**config.mk**
```make
export PLATFORM = sky130hd
export DESIGN_NAME = alu_input_sequencer_flat
export DESIGN_NICKNAME = d
export VERILOG_FILES = /design/src/rtl/alu_input_sequencer_if.sv /design/src/rtl/alu_input_sequencer.sv /design/src/flat_wrapper.sv
export SDC_FILE = /design/constraint.sdc
export NUM_CORES = 1
export LEC_CHECK = 0
export BUFFER_PORTS_ARGS = -buffer_cell sky130_fd_sc_hd__buf_2
export CAP_MARGIN = 40
export CORE_ASPECT_RATIO = 0.9
export CORE_UTILIZATION = 50
export CTS_BUF_LIST = sky130_fd_sc_hd__clkbuf_8 sky130_fd_sc_hd__clkbuf_16
export DETAILED_ROUTE_END_ITERATION = 16
export PLACE_DENSITY = 0.9
export SLEW_MARGIN = 25
export SYNTH_ARGS = -nofsm -noshare
export SYNTH_HDL_FRONTEND = slang
export SYNTH_SLANG_ARGS = --single-unit
```
**constraint.sdc**
```tcl
create_clock -name clk -period 3.7 [get_ports clk]
set_clock_uncertainty 0.1 [all_clocks]
set_input_delay 0.555 -clock clk [delete_from_list [all_inputs] [get_ports clk]]
set_output_delay 0.555 -clock clk [all_outputs]
set_load 0.03 [all_outputs]
```
**src/rtl/alu_input_sequencer_if.sv**
```systemverilog
// Bus bundle between the switch/strobe front end, the sequencer and the ALU.
// The slave side is the sequencer itself; the master side is its environment.
interface alu_input_sequencer_if #(
    parameter int N   = 8,
    parameter int OPW = 4
);
    logic [N-1:0]   din;
    logic           load;
    logic           clear;
    logic [N-1:0]   alu_result;
    logic [3:0]     alu_flags;
    logic [N-1:0]   operand_a;
    logic [N-1:0]   operand_b;
    logic [OPW-1:0] alu_control;
    logic [N-1:0]   result_q;
    logic [3:0]     flags_q;
    logic           done;
    logic [2:0]     stage;

    modport master (
        output din, load, clear, alu_result, alu_flags,
        input  operand_a, operand_b, alu_control, result_q, flags_q, done, stage
    );

    modport slave (
        input  din, load, clear, alu_result, alu_flags,
        output operand_a, operand_b, alu_control, result_q, flags_q, done, stage
    );
endinterface

```
**src/rtl/alu_input_sequencer.sv**
```systemverilog
// Loads operand A, operand B and the op-code from one shared bus, one strobe each,
// then captures the combinational ALU result and flags one cycle later.
module alu_input_sequencer #(
    parameter int N   = 8,
    parameter int OPW = 4
) (
    input  logic                  clk,
    input  logic                  reset,
    alu_input_sequencer_if.slave  bus
);

    typedef enum logic [2:0] {
        LOAD_A  = 3'd0,
        LOAD_B  = 3'd1,
        LOAD_OP = 3'd2,
        EXEC    = 3'd3,
        SHOW    = 3'd4
    } state_t;

    state_t         state;
    state_t         state_next;
    logic           ld_a;
    logic           ld_b;
    logic           ld_op;
    logic           capture;

    logic [N-1:0]   operand_a_q;
    logic [N-1:0]   operand_b_q;
    logic [OPW-1:0] alu_control_q;
    logic [N-1:0]   result_r;
    logic [3:0]     flags_r;
    logic           done_r;

    // NOTE: sequential state uses non-blocking assignments so every register samples pre-edge values.
    always_ff @(posedge clk or negedge reset) begin
        if (!reset) begin
            state <= LOAD_A;
        end else begin
            state <= state_next;
        end
    end

    // NOTE: every output of this block gets a default first so no latch is inferred.
    always_comb begin
        state_next = state;
        ld_a       = 1'b0;
        ld_b       = 1'b0;
        ld_op      = 1'b0;
        capture    = 1'b0;
        if (bus.clear) begin
            state_next = LOAD_A;
        end else begin
            case (state)
                LOAD_A, SHOW: begin
                    if (bus.load) begin
                        ld_a       = 1'b1;
                        state_next = LOAD_B;
                    end
                end
                LOAD_B: begin
                    if (bus.load) begin
                        ld_b       = 1'b1;
                        state_next = LOAD_OP;
                    end
                end
                LOAD_OP: begin
                    if (bus.load) begin
                        ld_op      = 1'b1;
                        state_next = EXEC;
                    end
                end
                EXEC: begin
                    capture    = 1'b1;
                    state_next = SHOW;
                end
                default: state_next = LOAD_A;
            endcase
        end
    end

    always_ff @(posedge clk or negedge reset) begin
        if (!reset) begin
            operand_a_q   <= '0;
            operand_b_q   <= '0;
            alu_control_q <= '0;
            result_r      <= '0;
            flags_r       <= '0;
            done_r        <= 1'b0;
        end else if (bus.clear) begin
            operand_a_q   <= '0;
            operand_b_q   <= '0;
            alu_control_q <= '0;
            result_r      <= '0;
            flags_r       <= '0;
            done_r        <= 1'b0;
        end else begin
            if (ld_a) begin
                operand_a_q <= bus.din;
                done_r      <= 1'b0;
            end
            if (ld_b) begin
                operand_b_q <= bus.din;
            end
            if (ld_op) begin
                alu_control_q <= bus.din[OPW-1:0];
            end
            // Result and flags persist through the next sequence until the following EXEC.
            if (capture) begin
                result_r <= bus.alu_result;
                flags_r  <= bus.alu_flags;
                done_r   <= 1'b1;
            end
        end
    end

    assign bus.operand_a   = operand_a_q;
    assign bus.operand_b   = operand_b_q;
    assign bus.alu_control = alu_control_q;
    assign bus.result_q    = result_r;
    assign bus.flags_q     = flags_r;
    assign bus.done        = done_r;
    assign bus.stage       = state;

endmodule
```
**src/flat_wrapper.sv**
```systemverilog
// flat-port wrapper written by rule: the top's interface ports become plain ports
module alu_input_sequencer_flat 
#(
    parameter int N   = 8,
    parameter int OPW = 4
)
  (clk, reset, bus_din, bus_load, bus_clear, bus_alu_result, bus_alu_flags, bus_operand_a, bus_operand_b, bus_alu_control, bus_result_q, bus_flags_q, bus_done, bus_stage);
  alu_input_sequencer_if #(.N(N), .OPW(OPW)) bus_i ();
  input  logic clk;
  input  logic reset;
  input wire logic [$bits(bus_i.din)-1:0] bus_din;
  input wire logic [$bits(bus_i.load)-1:0] bus_load;
  input wire logic [$bits(bus_i.clear)-1:0] bus_clear;
  input wire logic [$bits(bus_i.alu_result)-1:0] bus_alu_result;
  input wire logic [$bits(bus_i.alu_flags)-1:0] bus_alu_flags;
  output wire logic [$bits(bus_i.operand_a)-1:0] bus_operand_a;
  output wire logic [$bits(bus_i.operand_b)-1:0] bus_operand_b;
  output wire logic [$bits(bus_i.alu_control)-1:0] bus_alu_control;
  output wire logic [$bits(bus_i.result_q)-1:0] bus_result_q;
  output wire logic [$bits(bus_i.flags_q)-1:0] bus_flags_q;
  output wire logic [$bits(bus_i.done)-1:0] bus_done;
  output wire logic [$bits(bus_i.stage)-1:0] bus_stage;
  assign bus_i.din = bus_din;
  assign bus_i.load = bus_load;
  assign bus_i.clear = bus_clear;
  assign bus_i.alu_result = bus_alu_result;
  assign bus_i.alu_flags = bus_alu_flags;
  assign bus_operand_a = bus_i.operand_a;
  assign bus_operand_b = bus_i.operand_b;
  assign bus_alu_control = bus_i.alu_control;
  assign bus_result_q = bus_i.result_q;
  assign bus_flags_q = bus_i.flags_q;
  assign bus_done = bus_i.done;
  assign bus_stage = bus_i.stage;
  alu_input_sequencer #(.N(N), .OPW(OPW)) u_core (.clk(clk), .reset(reset), .bus(bus_i));
endmodule
```
# Word-level counts from Yosys, hierarchy flattened
# Index checks and enable logic that the tools add are counted.
# totals
reg_bits	36
inputBits	24
out_inout_bits	36
wordCells	49
# classes
eq_ne	7
mux	27
reduce_logical	8
# ops
operator	count
2-to-1 mux 8 bit	6
2-to-1 mux 4 bit	4
2-to-1 mux 1 bit	12
2-to-1 mux 3 bit	4
one-hot mux 3 bit (4 select lines)	1
inequality test 3 bit, second input constant	3
nonzero test 2 bit	4
equality test 3 x 2 -> 1 bit, second input constant	2
equality test 3 x 1 -> 1 bit, second input constant	1
equality test 3 bit, second input constant	1
logical NOT 3 bit	1
AND reduction 3 bit	1
nonzero test 3 bit	1
OR reduction 2 bit	1

# Logic depth before layout (Yosys ltp)
# Gate-level depths: netlist of the first run.
# depth
depth_word	7
mapped_depth	5
depth_no_buf	3

# Worst setup path before layout of the first run
# Ideal clock, no wire load.
# synth_path
kind	register -> register
start	register u_core.state[1] (netlist: u_core.bus.stage[1])
end	register u_core.done_r (netlist: u_core.bus.done)
setup_time_ps	120
arrival_ps	1349
t_required_ps	3480
slack_ps	2132
stages_incl_launch_ff	5
path_buffers	2
synth_period_minus_slack_ps	1568
cell_sequence	dfrtp_1 buf_6 or3b_1 buf_6 a31o_1
# synth_via
elab_chain_len	5
elab_cells_between_ends	11
cone_classes	eq/ne: 2; mux: 6; reduce/logical: 3
# synth_lines
element	line_no	text
from (decl)	alu_input_sequencer.sv:20	state_t state;
from (signal assigned)	alu_input_sequencer.sv:39	state <= state_next;
equality test 3 bit (tied with other cells)	alu_input_sequencer.sv:53	case (state)
OR reduction 2 bit or 2-to-1 mux 1 bit (tied branches)	alu_input_sequencer.sv:53	
2-to-1 mux 1 bit, on equally long branches	alu_input_sequencer.sv:53, alu_input_sequencer.sv:50	
2-to-1 mux 1 bit, on equally long branches	alu_input_sequencer.sv:50, alu_input_sequencer.sv:108	
nonzero test 3 bit (no source line) or 2-to-1 mux 1 bit (tied branches)	-	
to (signal assigned)	alu_input_sequencer.sv:88	done_r <= 1'b0;
to (signal assigned)	alu_input_sequencer.sv:95	done_r <= 1'b0;
to (signal assigned)	alu_input_sequencer.sv:99	done_r <= 1'b0;
to (decl)	alu_input_sequencer.sv:32	logic done_r;
# Parallel ways exist; a longest one is shown, timed or not.
# A chain may end at the register's enable or synchronous reset.

# Worst setup path after layout of the first run
# layout_path
start	register u_core.state[1] (netlist: u_core.bus.stage[1])
end	output bus_stage[1]
# layout_rtl
element	line_no	text
to (decl)	flat_wrapper.sv:22	output wire logic [$bits(bus_i.stage)-1:0] bus_stage;
# No word-level cell between the ends.

==> out/results.tsv, run 1 <==
metric	value	unit
combPwrFrac	0.130	
final_common_cell	buf_2	
cp-end-kind	primary output	
yosys_warnings	0	
tns	0	ns
die_w	59.3	microns
drt-initial-drc-count	73	
synth.cell_area	1480	sq um
place.gp.congestion	0.816	
leakagePower	1.02	nW
synth_nets	149	
grt_remaining_overflow	0	
synth_cell_type_count	23	
instances_no_fill	225	
fin_crit_sh	0.464	
crit_family	flip-flops	
synth_ff_type	dfrtp_1	
ctsResizeCount	0	
cts-root-buf	clkbuf_8	
rr_startpoint	u_core.bus.stage[1]	
max_freq	582	MHz
slew_violations	0	
p_per_area	425	nW/um^2
start_util	0.533	
grt_use_total	0.217	
ctsLongestPathBuffers	2	
dieArea	3170	sq um
drc_errors	0	
synth_edf_count	0	
holdCritStartpoint	bus_alu_flags[2]	
crit_slowest_cell	dfrtp_1	
power.switching	0.211	mW
finalHoldViolations	0	
cts_max_level	2	
path_buf_inv	1	
num_io_pins	60	
worstSetupStartpointType	flop	
arrival	1.06	ns
utilization	0.677	
worstPathRequired	3.04	ns
tightestPinTransition	0.530	ns
layout.nets	208	
p_int	0.587	mW
maxCapViolCount	0	
drive_gt1_frac	0.373	
clkPwrFrac	0.350	
clock_latency	0.29	ns
async_reset_ff_frac	1.00	
cts_tree	built	
dp_hpwl	2310	microns
syn_to_final_growth	27.1	%
postRouteAntennaNets	0	
port_buffers	59	
cp-startpoint	u_core.bus.stage[1]	
antenna_found_initial	0	
grt_max_degree	37	
routedWlPerCell	14.7	microns
dr_total_vias	1176	
rsz0062_at_grt	no	
critical_path_class	flop to primary output	
diodes	0	
routed_wirelength	3300	microns
grtUsageMet2	0.333	
slew_headroom	0.645	
detail_route.vias_per_cell	5.23	
placeableCoreArea	2770	sq um
cts_setup_buffers	0	
drt_pass1_iterations	4	
cts_sinks	36	
layout_common_cells	59 x buf_2, 36 x dfrtp_1, 17 x nand2_1	
critPathMaxFanout	11	
cts.clk_slew.worst_paths	0.07	ns
rows	18	
dp_cells	215	
grt_pass1_vias	1035	
netlist_instances	125	
synth_seq_cells	36	
power.share.switching	0.264	
top_usage_layer	met2	
p_seq_frac	0.520	
status	completed	
synth_area_per_cell	11.8	sq um
grt_pass1_wl	4850	microns
min_period	1.72	ns
crit_chain	buf_2	
cp_slowest_stage_delay	0.51	ns
met1_usage	0.270	
peakVddDrop	0.000246	V
grt_use_met3	0.0745	
setup_viol	0	
die_y	53.5	microns
synth-seq-area-share	0.611	
hold_class	input pin to flop	
numCtsBuffers	5	
## Yosys cell counts (2+ instances only)
cell type | instances | share of area
a22o_1 | 12 | 0.071
clkbuf_1 | 3 | 0.0076
and4bb_1 | 2 | 0.017
buf_4 | 2 | 0.010
a21oi_1 | 10 | 0.034
nand2_1 | 17 | 0.043
nor2_1 | 14 | 0.036
inv_1 | 2 | 0.0051
dfrtp_1 | 36 | 0.61
buf_6 | 3 | 0.023
mux2i_1 | 12 | 0.081
## power groups by stage
stage                     Sequential, mW  Combinational [mW]  Clock, mW
after floorplan                    0.446              0.0394          0
after global placement             0.422              0.0976          0
after detailed placement           0.422               0.101          0
after CTS                          0.415               0.101      0.284
after global routing               0.416               0.112      0.305
final                              0.415               0.104      0.279
## cell families after synthesis
| family | synth area share |
|---|---|
| buffers and inverters | 0.0492 |
| multiplexers | 0.0814 |
| AND/OR/NAND/NOR | 0.143 |
| flip-flops | 0.611 |
| AO/OA/AOI/OAI | 0.115 |
## sequential cells by signal, indices dropped and copies added, names as in the netlist
name	flops
u_core.bus.result_q	8
u_core.bus.done	1
u_core.bus.stage	3
u_core.bus.operand_a	8
u_core.bus.operand_b	8
u_core.bus.flags_q	4
u_core.bus.alu_control	4
## final timing paths
path	end	slack, ns	cells after the start
hold reg to reg	u_core.bus.flags_q[3]	0.41	1
min in group asynchronous	u_core.bus.result_q[2]	0.51	2
setup / recovery	bus_stage[1]	1.98	1
hold / removal	u_core.bus.flags_q[2]	0.39	2
max in group asynchronous	u_core.bus.alu_control[3]	2.61	3
setup reg to reg	u_core.bus.operand_b[1]	2.01	3
## repair_timing
action / in CTS / in global routing
hold endpoints to repair: 0 / 3
endpoints found under the setup margin: 0 / 0
hold buffers: 0 / 1
## metal layers
layer  wire length, microns  vias to the layer above  share of wire
li1                       -                      548              -
met1                   1340                      575           0.41
met2                   1690                       47           0.51
met3                    207                        6          0.063
met4                     64                        0          0.019
met5                      0                        -              0
## stage by stage
| stage | setup WS (ns) | power [mW] | area [sq um] | hold WS, ns |
|---|---|---|---|---|
| 6_report | 1.98 | 0.798 | 1880 | 0.385 |
| 5_1_grt | 1.92 | 0.833 | 1880 | 0.374 |
| 4_1_cts | 1.97 | 0.800 | 1850 | 0.257 |
| 3_5_place_dp | 1.88 | 0.523 | 1760 | 0.383 |
| 3_3_place_gp | 1.96 | 0.519 | 1760 | 0.381 |
| 2_1_floorplan | 2.13 | 0.485 | 1480 | 0.159 |
## area by class of cell
cell class	count	area (sq um)
clock inverters	2	7.51
clock buffers	6	82.6
multi-input cells	78	502
fillers	203	895
well taps	40	50.0
inverters	2	7.51
repair buffers	61	325
flip-flops and latches	36	901
No activity file was read; power rests on OpenSTA's default activity.
==> run 2, diff against run 1 <==
--- a/config.mk
+++ b/config.mk
@@ -5,13 +5,14 @@
 export SDC_FILE = /design/constraint.sdc
 export NUM_CORES = 1
 export LEC_CHECK = 0
+export ABC_AREA = 1
 export BUFFER_PORTS_ARGS = -buffer_cell sky130_fd_sc_hd__buf_2
 export CAP_MARGIN = 40
 export CORE_ASPECT_RATIO = 0.9
-export CORE_UTILIZATION = 50
+export CORE_UTILIZATION = 43
 export CTS_BUF_LIST = sky130_fd_sc_hd__clkbuf_8 sky130_fd_sc_hd__clkbuf_16
 export DETAILED_ROUTE_END_ITERATION = 16
-export PLACE_DENSITY = 0.9
+export PLACE_DENSITY = 0.83
 export SLEW_MARGIN = 25
 export SYNTH_ARGS = -nofsm -noshare
 export SYNTH_HDL_FRONTEND = slang
==> constraint.sdc (replaced) <==
create_clock -name clk -period 1.4 [get_ports clk]
set_clock_uncertainty 0.1 [all_clocks]
set_input_delay 0.21 -clock clk [delete_from_list [all_inputs] [get_ports clk]]
set_output_delay 0.21 -clock clk [all_outputs]
set_load 0.03 [all_outputs]
==> run 2 against run 1 <==
  * Core utilization decreased by 7.1 points
  * Hold slack got worse by 0.33 ns
  * Critical endpoint is now u_core.bus.alu_control[3]
  * Design area increased by 9.1%
  * Clock-buffer cell count decreased by 1
  * Synthesized area increased by 3.4%
  * Sequential share of layout area decreased by 4.0 points
  * Routed wire length increased by 9.6%
==> out/results.tsv, run 2 <==
metric	value	unit
post_dp_cell_area	1930	sq um
drc_errors	0	
slew_headroom	0.676	
layout.nets	272	
synth_cell_type_count	18	
power.switching	0.760	mW
ctsLongestPathBuffers	2	
async_reset_ff_frac	1.00	
setup_ws	0.0798	ns
postRouteAntennaNets	0	
dp_hpwl	2610	microns
die_w	64.8	microns
grt_pass1_vias	1218	
r2r_cells	6	
cts_sinks	36	
grt_pass1_wl	5720	microns
cpMostUsedCell	nand2_1	
routed_wirelength	3620	microns
rrSetupSlack	0.08	ns
cts_setup_buffers	0	
leakagePower	1.21	nW
fin_crit_sh	0.943	
die_y	58.5	microns
yosys-top-cells-count	59 x nand2_1, 36 x dfrtp_1, 21 x nor2_1, 20 x nand3_1, 12 x nand4_1	
synth_nets	202	
worstPathRequired	1.46	ns
maxCapViolCount	0	
synth-seq-area-share	0.591	
synth_seq_cells	36	
cp-end-kind	flop	
detail_route.vias_per_cell	4.92	
final_area	2050	sq um
port_buffers	59	
crit_slowest_cell	dfrtp_2	
synth_ff_type	dfrtp_1	
utilization	0.606	
hold_class	input pin to flop	
setup_viol	0	
rr_startpoint	u_core.bus.stage[2]	
p_per_area	1160	nW/um^2
place.gp.congestion	0.821	
crit_chain	inv_2 -> nand2_1 -> nor2_4 -> nand2_1 -> nand3_1 -> nand2_1	
max_freq	757	MHz
setup.worst_path.end	u_core.bus.alu_control[3]	
final_common_cell	buf_2	
clkPwrFrac	0.271	
synth.cell_area	1530	sq um
diodes	0	
cts_max_level	2	
grt_use_total	0.206	
drt_pass1_iterations	4	
power.share.switching	0.321	
cp-startpoint	u_core.bus.stage[2]	
clock_latency	0.28	ns
pre_cts_ws	-0.101	ns
arrival	1.38	ns
drive_gt1_frac	0.352	
antenna_found_initial	0	
dieArea	3790	sq um
reg2reg_to	u_core.bus.alu_control[3]	
routedWlPerCell	12.4	microns
yosysTopAreaCell	dfrtp_1	
synth_most_common_cell	nand2_1	
p_int	1.61	mW
critPathMaxFanout	6	
numCtsBuffers	5	
synthTopCellsByArea	dfrtp_1 59%, nand2_1 15%, nand3_1 6.6%, nor2_1 5.2%, nand4_1 4.9%	
grt_max_degree	30	
synth_edf_count	0	
cp_slowest_stage_delay	0.46	ns
p_seq_frac	0.487	
drt-initial-drc-count	73	
yosys_warnings	0	
slew_violations	0	
peakVddDrop	0.000793	V
combPwrFrac	0.242	
dp_cells	283	
finalHoldViolations	0	
cts.clk_slew.worst_paths	0.07	ns
tightestPinTransition	0.486	ns
min_period	1.32	ns
status	completed	
dr_total_vias	1432	
netlist_instances	178	
total_power	2.37	mW
instances_no_fill	291	
start_util	0.451	
cts-root-buf	clkbuf_8	
worstSetupStartpointType	flop	
placeableCoreArea	3380	sq um
grt_remaining_overflow	0	
num_io_pins	60	
cts_tree	built	
rows	20	
layout_common_cells	59 x buf_2, 58 x nand2_1, 35 x dfrtp_1	
synth_top_area_frac	0.591	
critical_path_class	flop to flop	
synth_area_per_cell	8.57	sq um
syn_to_final_growth	34.2	%
## run 2: power by group through the flow
stage	clock network (mW)	registers, mW	logic [mW]
2_1_floorplan	0	1.33	0.171
3_3_place_gp	0	1.17	0.524
3_5_place_dp	0	1.17	0.532
4_1_cts	0.654	1.16	0.538
5_1_grt	0.713	1.16	0.621
6_report	0.642	1.15	0.572
## run 2: final cells by class
| type | count | area (sq um) |
|---|---|---|
| clock buffer | 5 | 68.8 |
| clock inverter | 1 | 3.75 |
| fill | 298 | 1330 |
| inverter | 7 | 26.3 |
| multi-input combinational | 129 | 606 |
| sequential | 36 | 902 |
| tap | 44 | 55.1 |
| timing repair buffer | 69 | 385 |
## run 2: critical path, delay by kind of cell (launching register included)
kind                   cells  cell delay, ns
flip-flops                 1            0.46
buffers and inverters      1            0.11
AND/OR/NAND/NOR            5            0.54
## run 2: worst min path at each step
stage	slack (ns)	startpoint	cells past startpoint	endpoint
after floorplan	-0.19	reset	0	u_core.bus.alu_control[0]
after global placement	-0.03	reset	1	u_core.bus.result_q[4]
after detailed placement	-0.03	reset	1	u_core.bus.result_q[5]
after CTS	0.05	bus_alu_flags[0]	3	u_core.bus.flags_q[0]
after global routing	0.05	bus_alu_flags[0]	3	u_core.bus.flags_q[0]
final	0.06	bus_alu_result[7]	3	u_core.bus.result_q[7]
## run 2: metal layers
metal | GRT usage | share of wire
met1 | 0.307 | 0.48
met2 | 0.283 | 0.45
met3 | 0.0523 | 0.050
met4 | 0.0952 | 0.019
met5 | 0 | 0
## run 2: logic make-up after synthesis
kind of cell / synth area share
and+or+nand+nor: 0.336
AOI/OAI and AO/OA: 0.0361
buffers and inverters: 0.0377
DFF: 0.591
## run 2: metrics by stage
| stage | TNS, ns | hold WS [ns] |
|---|---|---|
| 2_1_floorplan | 0 | -0.186 |
| 3_3_place_gp | 0 | -0.0327 |
| 3_5_place_dp | -0.703 | -0.0275 |
| 4_1_cts | 0 | 0.0540 |
| 5_1_grt | -0.0726 | 0.0510 |
| 6_report | 0 | 0.0559 |
## run 2: timing repair
| action | in CTS | in global routing |
|---|---|---|
| setup endpoints to repair | 16 | 21 |
| resized for setup | 2 | 16 |
| pin swaps | 0 | 1 |
| hold buffers | 1 | 0 |
| cloned | 0 | 1 |
| endpoints found under the hold margin | 36 | 0 |
==> run 3, diff against run 2 <==
--- a/config.mk
+++ b/config.mk
@@ -6,7 +6,7 @@
 export NUM_CORES = 1
 export LEC_CHECK = 0
 export ABC_AREA = 1
-export BUFFER_PORTS_ARGS = -buffer_cell sky130_fd_sc_hd__buf_2
+export BUFFER_PORTS_ARGS = -buffer_cell sky130_fd_sc_hd__clkbuf_2
 export CAP_MARGIN = 40
 export CORE_ASPECT_RATIO = 0.9
 export CORE_UTILIZATION = 43
==> run 3 against run 2 <==
  * Global-route usage fell by 0.54 points
  * Power rose by 1.9%
  * Setup slack got worse by 0.025 ns
  * Critical path type is now flop to primary output
  * Highest routed layer unchanged
==> out/results.tsv, run 3 (synthesis gave the netlist of run 2 again) <==
metric	value	unit
rsz0062_at_grt	yes	
numCtsBuffers	5	
hold_class	input pin to flop	
drc_errors	0	
maxCapViolCount	0	
port_buffers	59	
cts_max_level	2	
cts.clk_slew.worst_paths	0.08	ns
die_y	58.5	microns
p_per_area	1160	nW/um^2
worstSetupStartpointType	flop	
routedWlPerCell	12.2	microns
whs	0.0498	ns
start_util	0.451	
cp-end-kind	primary output	
place.gp.congestion	0.863	
peakVddDrop	0.000838	V
worstPathRequired	1.09	ns
drt-initial-drc-count	84	
grt_pass1_vias	1240	
slew_headroom	0.713	
dr_total_vias	1468	
final_common_cell	clkbuf_2	
num_io_pins	60	
grt_max_degree	37	
drive_gt1_frac	0.365	
cts-root-buf	clkbuf_8	
critPathMaxFanout	7	
rows	20	
antenna_found_initial	0	
leakagePower	1.20	nW
layout.nets	275	
tns	0	ns
die_w	64.8	microns
max_freq	743	MHz
utilization	0.616	
pre_cts_ws	-0.0646	ns
ctsLongestPathBuffers	2	
dieArea	3790	sq um
grt_pass1_wl	5750	microns
setup_viol	0	
min_period	1.35	ns
grt_use_total	0.201	
syn_to_final_growth	36.5	%
diodes	0	
arrival	1.04	ns
total_power	2.41	mW
grt_remaining_overflow	0	
cts_tree	built	
setup_ws	0.0544	ns
cts_sinks	36	
drt_pass1_iterations	4	
status	completed	
slew_violations	0	
tightestPinTransition	0.430	ns
fin_crit_sh	0.961	
detail_route.vias_per_cell	4.96	
critical_path_class	flop to primary output	
layout_common_cells	58 x clkbuf_2, 56 x nand2_1, 35 x dfrtp_1	
postRouteAntennaNets	0	
routed_wirelength	3630	microns
fillCellCount	299	
finalHoldViolations	0	
clock_latency	0.28	ns
dp_hpwl	2630	microns
placeableCoreArea	3380	sq um
run 3: stage by stage:
stage,area (sq um),std cells
finish,2080,296
global route,2080,296
CTS,2010,293
detailed placement,1920,284
global placement,1920,284
floorplan,1530,178
run 3: worst paths after layout:
path / slack [ns] / cells past startpoint / to / from
max: 0.05 / 2 / bus_stage[0] / u_core.bus.stage[0]
min: 0.05 / 3 / u_core.bus.flags_q[1] / bus_alu_flags[1]
max reg2reg: 0.07 / 7 / u_core.bus.operand_b[6] / u_core.bus.stage[1]
min reg2reg: 0.37 / 2 / u_core.bus.result_q[5] / u_core.bus.result_q[5]
max in group asynchronous: 0.46 / 3 / u_core.bus.stage[2] / reset
min in group asynchronous: 0.42 / 3 / u_core.bus.flags_q[2] / reset
run 3: critical path, stage by stage (launching register included):
cell and delay (ns):
dfrtp_1 0.40, buf_4 0.18, clkbuf_4 0.18
run 3: metal layers:
| layer | global-route usage | part of all wire | up-vias |
|---|---|---|---|
| li1 | - | - | 730 |
| met1 | 0.299 | 0.48 | 694 |
| met2 | 0.289 | 0.46 | 38 |
| met3 | 0.0388 | 0.043 | 6 |
| met4 | 0.0825 | 0.017 | 0 |
| met5 | 0 | 0 | - |
run 3: what timing repair did:
action                                 in CTS  in global routing
endpoints found under the hold margin      36                  0
gates resized for setup                     1                 20
pin swaps                                   0                  2
hold buffers                                1                  0
setup endpoints to repair                  12                 22
cloned                                      0                  2
buffers inserted                            0                  1
run 3: cell type report:
class / count / area, sq um / share of cell area
tap: 44 / 55.1 / 0.0264
multi-input combinational: 129 / 616 / 0.296
clock buffer: 5 / 68.8 / 0.0331
inverter: 7 / 30.0 / 0.0144
timing repair buffer: 71 / 390 / 0.187
clock inverter: 3 / 12.5 / 0.00601
sequential: 36 / 902 / 0.433
timing repair inverter: 1 / 7.51 / 0.00361
run 3: power by group:
part	internal (mW)	total [mW]	leakage (nW)	switching (mW)
sequential	1.11	1.16	0.484	0.0434
clock	0.334	0.668	0.0505	0.334
combinational	0.180	0.590	0.669	0.410
total	1.63	2.41	1.20	0.787
